File: config.mk
export PLATFORM = sky130hd
export DESIGN_NAME = resp_reorder_buf
export DESIGN_NICKNAME = d
export VERILOG_FILES = /design/src/rtl/resp_reorder_buf.sv
export SDC_FILE = /design/constraint.sdc
export NUM_CORES = 1
export LEC_CHECK = 0
export ABC_AREA = 1
export CAP_MARGIN = 0
export CELL_PAD_IN_SITES_DETAIL_PLACEMENT = 1
export CELL_PAD_IN_SITES_GLOBAL_PLACEMENT = 2
export CORE_AREA = 10 10 296 298
export CTS_CLUSTER_SIZE = 28
export DETAILED_ROUTE_END_ITERATION = 7
export DIE_AREA = 0 0 306 308
export PLACE_DENSITY = 0.88
export REMOVE_ABC_BUFFERS = 1
export SLEW_MARGIN = 20
export SYNTH_ARGS = -nofsm -noshare
export SYNTH_HDL_FRONTEND = slang
export SYNTH_SLANG_ARGS = --single-unit
File: constraint.sdc
create_clock -name clk -period 4.9 [get_ports clk]
set_clock_uncertainty 0.15 [all_clocks]
set_input_delay 0.98 -clock clk [delete_from_list [all_inputs] [get_ports clk]]
set_output_delay 0.98 -clock clk [all_outputs]
set_load 0.005 [all_outputs]
File: src/rtl/resp_reorder_buf.sv
// Response reorder buffer: stores tagged response beats in a row x column
// grid and releases each row's beats strictly in column order. A round-robin
// arbiter chooses among rows, and the original ID is restored per row.
module resp_reorder_buf #(
  parameter int ID_WIDTH        = 4,
  parameter int DATA_WIDTH      = 32,
  parameter int MAX_OUTSTANDING = 4,
  localparam int IDX_W          = $clog2(MAX_OUTSTANDING),
  localparam int OCC_W          = $clog2(MAX_OUTSTANDING*MAX_OUTSTANDING+1)
) (
  input  logic                  clk,
  input  logic                  rst,
  input  logic                  bind_valid,
  input  logic [IDX_W-1:0]      bind_row,
  input  logic [ID_WIDTH-1:0]   bind_id,
  input  logic                  in_valid,
  output logic                  in_ready,
  input  logic [2*IDX_W-1:0]    in_uid,
  input  logic [DATA_WIDTH-1:0] in_data,
  input  logic [1:0]            in_resp,
  output logic                  out_valid,
  input  logic                  out_ready,
  output logic [ID_WIDTH-1:0]   out_id,
  output logic [DATA_WIDTH-1:0] out_data,
  output logic [1:0]            out_resp,
  output logic [OCC_W-1:0]      occupancy
);

  localparam int N = MAX_OUTSTANDING;

  logic                  ent_valid [N][N];
  logic [DATA_WIDTH-1:0] ent_data  [N][N];
  logic [1:0]            ent_resp  [N][N];
  logic [ID_WIDTH-1:0]   row_id    [N];
  logic [IDX_W-1:0]      exp_col   [N];
  logic [IDX_W-1:0]      rr_ptr;

  logic [IDX_W-1:0]      in_row;
  logic [IDX_W-1:0]      in_col;
  logic [N-1:0]          eligible;
  logic                  grant_found;
  logic [IDX_W-1:0]      grant_row;
  logic [IDX_W-1:0]      search_row;
  logic                  wr_en;
  logic                  load_en;

  assign in_row   = in_uid[2*IDX_W-1:IDX_W];
  assign in_col   = in_uid[IDX_W-1:0];
  assign in_ready = !ent_valid[in_row][in_col];
  assign wr_en    = in_valid && in_ready;
  assign load_en  = grant_found && (!out_valid || out_ready);

  // A row may be drained only when its next expected column is present.
  always_comb begin
    eligible = '0;
    for (int r = 0; r < N; r++) begin
      eligible[r] = ent_valid[r][exp_col[r]];
    end
  end

  // Round-robin search beginning one past the last granted row.
  always_comb begin
    grant_found = 1'b0;
    grant_row   = '0;
    search_row  = '0;
    for (int k = 1; k <= N; k++) begin
      search_row = rr_ptr + IDX_W'(k);
      if (!grant_found && eligible[search_row]) begin
        grant_found = 1'b1;
        grant_row   = search_row;
      end
    end
  end

  // Entry storage: set on accepted write, cleared when moved to the output.
  always_ff @(posedge clk or negedge rst) begin
    if (!rst) begin
      for (int r = 0; r < N; r++) begin
        for (int c = 0; c < N; c++) begin
          ent_valid[r][c] <= 1'b0;
          ent_data[r][c]  <= '0;
          ent_resp[r][c]  <= '0;
        end
      end
    end else begin
      if (load_en) begin
        ent_valid[grant_row][exp_col[grant_row]] <= 1'b0;
      end
      if (wr_en) begin
        ent_valid[in_row][in_col] <= 1'b1;
        ent_data[in_row][in_col]  <= in_data;
        ent_resp[in_row][in_col]  <= in_resp;
      end
    end
  end

  // Per-row bookkeeping: ID binding, expected column and arbiter pointer.
  always_ff @(posedge clk or negedge rst) begin
    if (!rst) begin
      for (int r = 0; r < N; r++) begin
        row_id[r]  <= '0;
        exp_col[r] <= '0;
      end
      rr_ptr <= '0;
    end else begin
      if (bind_valid) begin
        row_id[bind_row] <= bind_id;
      end
      if (load_en) begin
        exp_col[grant_row] <= exp_col[grant_row] + 1'b1;
        rr_ptr             <= grant_row;
      end
    end
  end

  // Output register: loads from the granted row, holds under backpressure.
  always_ff @(posedge clk or negedge rst) begin
    if (!rst) begin
      out_valid <= 1'b0;
      out_id    <= '0;
      out_data  <= '0;
      out_resp  <= '0;
    end else if (load_en) begin
      out_valid <= 1'b1;
      out_id    <= row_id[grant_row];
      out_data  <= ent_data[grant_row][exp_col[grant_row]];
      out_resp  <= ent_resp[grant_row][exp_col[grant_row]];
    end else if (out_ready) begin
      out_valid <= 1'b0;
    end
  end

  // Stored-entry count; a write and a load in the same cycle cancel out.
  always_ff @(posedge clk or negedge rst) begin
    if (!rst) begin
      occupancy <= '0;
    end else begin
      case ({wr_en, load_en})
        2'b10:   occupancy <= occupancy + 1'b1;
        2'b01:   occupancy <= occupancy - 1'b1;
        default: occupancy <= occupancy;
      endcase
    end
  end

endmodule
==> results.sh <==
export IMPL_syn_avg_cell_area_sq_um=7.78
export IMPL_first_pass_iters=5
export IMPL_antenna_found_initial=0
export IMPL_synth_distinct_cells=37
export IMPL_fin_crit_sh_pct=90.2
export IMPL_startpoint="in_uid[3]"
export IMPL_synth_edf_count=0
export IMPL_drive_gt1_share_pct=5.83
export IMPL_root_buffer="clkbuf_16"
export IMPL_start_kind="input pin"
export IMPL_r2r_start="exp_col[2]$_DFFE_PN0P_"
export IMPL_ios=94
export IMPL_slowest_delay_ns=0.62
export IMPL_hpwlAfterDp_um=52200
export IMPL_path_delay_family="buffers and inverters"
export IMPL_htreeDepth=3
export IMPL_clk_pin_slew_ns=0.06
export IMPL_slew_headroom_pct=25.1
export IMPL_grt_usage_pct=20.9
export IMPL_wl_um=98900
export IMPL_grt_max_degree=160
export IMPL_tightest_slew_ns=1.12
export IMPL_viasPerCell=5.29
export IMPL_hold_viol_final=0
export IMPL_die_w_um=306
export IMPL_crit_required_ns=3.77
export IMPL_fin_util_pct=41.3
export IMPL_gp_congestion=0.775
export IMPL_critPathMaxFanout=15
export IMPL_grt_pass1_wl_um=157000
export IMPL_cts_tree="yes"
export IMPL_worstPathCellList="clkdlybuf4s50_1 > inv_2 > nor2_2 > a22oi_1 > a31oi_1 > or2_1 > a221oi_2 > clkdlybuf4s50_1"
export IMPL_crit_path_top_delay_cell="clkdlybuf4s50_1"
export IMPL_wl_per_cell_um=20.2
export IMPL_design_core_area_sq_um=81600
export IMPL_ant_nets=0
export IMPL_die_area_sq_um=94200
export IMPL_path_buf_inv=3
export IMPL_clockBufferDepth=3
export IMPL_criticalPathCategory="input pin to output pin"
export IMPL_crit_arrival_ns=3.29
export IMPL_drt_iter0_drc=1824
export IMPL_vias=25900
export IMPL_drc=0
export IMPL_final_nets=3830
export IMPL_syn_to_final_growth_pct=12.7
export IMPL_finalCriticalPeriod_ns=4.42
export IMPL_post_cts_repair_setup_buffers=0
export IMPL_drv_slew=0
export IMPL_start_util_pct=36.7
export IMPL_hold_path_class="input pin to async pin"
export IMPL_overflow=0
export IMPL_setup_viol=0
export IMPL_syn_cell_area_sq_um=29900
export IMPL_diodes=0
export IMPL_ys_ff_latch=630
export IMPL_die_h_um=308
export IMPL_fmax_mhz=226
export IMPL_syn_inst=3847
export IMPL_run_status="complete, no violations"
export IMPL_cts_resized=0
export IMPL_numPortBuffers=93
export IMPL_synth_main_ff_cell="dfrtp_1"
export IMPL_crit_top_cell="clkdlybuf4s50_1"
export IMPL_grt_pass1_vias=27000
export IMPL_critPathCaptureType="output pin"
export IMPL_grt_setup_unrepaired="false"
export IMPL_cts_buffers=72
export IMPL_synthArstFlopShare_pct=100
export IMPL_synth_warnings=0
export IMPL_cts_hold_buffers=0
export IMPL_synth_seq_area_share_pct=52.7
export IMPL_clkLatencyLatePin_ns=0.62
export IMPL_max_cap_violations=0
export IMPL_num_rows=105
export IMPL_cts_sinks=630
-- Yosys cell counts (2+ instances only) --
| cell type | number | share of area (%) |
|---|---|---|
| a31oi_1 | 4 | 0.084 |
| nand4_2 | 4 | 0.17 |
| nand2_4 | 2 | 0.075 |
| buf_2 | 117 | 2.0 |
| buf_6 | 31 | 1.2 |
| nand4_4 | 2 | 0.14 |
| inv_1 | 60 | 0.75 |
| nand3_2 | 4 | 0.13 |
| nor2_4 | 2 | 0.075 |
| buf_4 | 12 | 0.30 |
| inv_2 | 15 | 0.19 |
| clkbuf_1 | 133 | 1.7 |
| nand3_1 | 461 | 7.7 |
| a22oi_1 | 6 | 0.15 |
| ha_1 | 4 | 0.17 |
| nor2_2 | 9 | 0.19 |
| dfrtp_1 | 630 | 53 |
| o21ai_1 | 69 | 1.2 |
| nand2_2 | 9 | 0.19 |
| nor3_1 | 2 | 0.033 |
| a21o_1 | 2 | 0.050 |
| o21ai_0 | 519 | 8.7 |
| a21oi_1 | 3 | 0.050 |
| nor2_1 | 114 | 1.4 |
| buf_1 | 4 | 0.050 |
| nand4_1 | 6 | 0.13 |
| nand2_1 | 1613 | 20 |
-- stage by stage --
stage	setup TNS, ns	std cells	worst slack, ns	instance area [sq um]	hold slack [ns]
3_3_place_gp	0	4772	0.536	31400	0.316
4_1_cts	0	4895	0.483	33700	0.291
5_1_grt	0	4895	0.256	33700	0.321
2_1_floorplan	-122.91	3550	-2.05	28400	0.303
3_5_place_dp	0	4772	0.430	31400	0.323
6_report	0	4895	0.481	33700	0.267
-- layout by cell type, fill, tap and decap left out, types with 3 or more instances in the layout --
master,instances
dfrtp_1,630
o21ai_0,519
clkbuf_1,16
a21oi_1,3
clkbuf_16,75
buf_12,14
buf_4,45
clkinv_2,10
nand2_4,7
inv_6,4
nand3_1,461
nand2_2,5
nand4_1,6
ha_1,4
a31oi_1,4
nand3_4,4
nand4_4,6
o21ai_1,69
clkbuf_8,15
inv_2,14
nor2_2,8
nand2_1,1610
inv_1,59
a22oi_1,6
nor2_4,4
clkdlybuf4s50_1,92
nor2_1,113
-- per-layer routing --
metal,track usage [%],up-vias,routed length [um]
li1,-,12300,-
met1,27.9,13000,45800
met2,35.2,512,46200
met3,2.53,153,4230
met4,6.40,0,2640
met5,0,-,0
-- worst register-to-register path, stage by stage, from the launching register on --
cell,delay (ns)
dfrtp_1,0.43
inv_2,0.07
nand2_1,0.06
nand3_1,0.11
nand3_1,0.11
nand2_1,0.11
o21ai_1,0.25
nand4_4,0.60
nand2_8,0.59
nand2_1,0.11
nand3_1,0.14
nand2_4,0.19
nor2_4,0.69
inv_1,0.25
o21ai_0,0.21
nand2_1,0.07
-- worst paths after layout --
kind | depth (start not counted) | end | slack, ns
max | 8 | in_ready | 0.48
min | 1 | out_valid$_DFFE_PN0P_ | 0.27
max reg2reg | 15 | ent_valid[15]$_DFF_PN0_ | 0.59
min reg2reg | 2 | ent_data[261]$_DFFE_PN0P_ | 0.33
max in group asynchronous | 2 | ent_data[151]$_DFFE_PN0P_ | 3.15
min in group clk | 2 | ent_data[261]$_DFFE_PN0P_ | 0.33
-- area by class of cell --
class / instances / area [sq um]
fill: 9786 / 47900
sequential: 630 / 15800
multi-input combinational: 2845 / 12500
clock buffer: 106 / 2140
timing repair buffer: 152 / 1550
tap: 1070 / 1340
inverter: 75 / 289
clock inverter: 17 / 151
-- logic make-up after synthesis --
logic type,Yosys count,share of synthesized area [%]
AND/OR/NAND/NOR,2232,30.6
adder cells (fa/ha/maj),5,0.234
AO/OA/AOI/OAI,605,10.2
buffers and inverters,372,6.08
XOR/XNOR,3,0.113
flip-flops,630,52.7
-- sequential cells by signal, summed over array words and instances (netlist names) --
register,flops
ent_data,512
ent_resp,32
out_data,32
ent_valid,16
row_id,16
exp_col,8
occupancy,5
out_id,4
out_resp,2
rr_ptr,2
out_valid,1
Power is not shown: default switching activity piles up to over one toggle a cycle in this logic, so the estimate is an artifact.
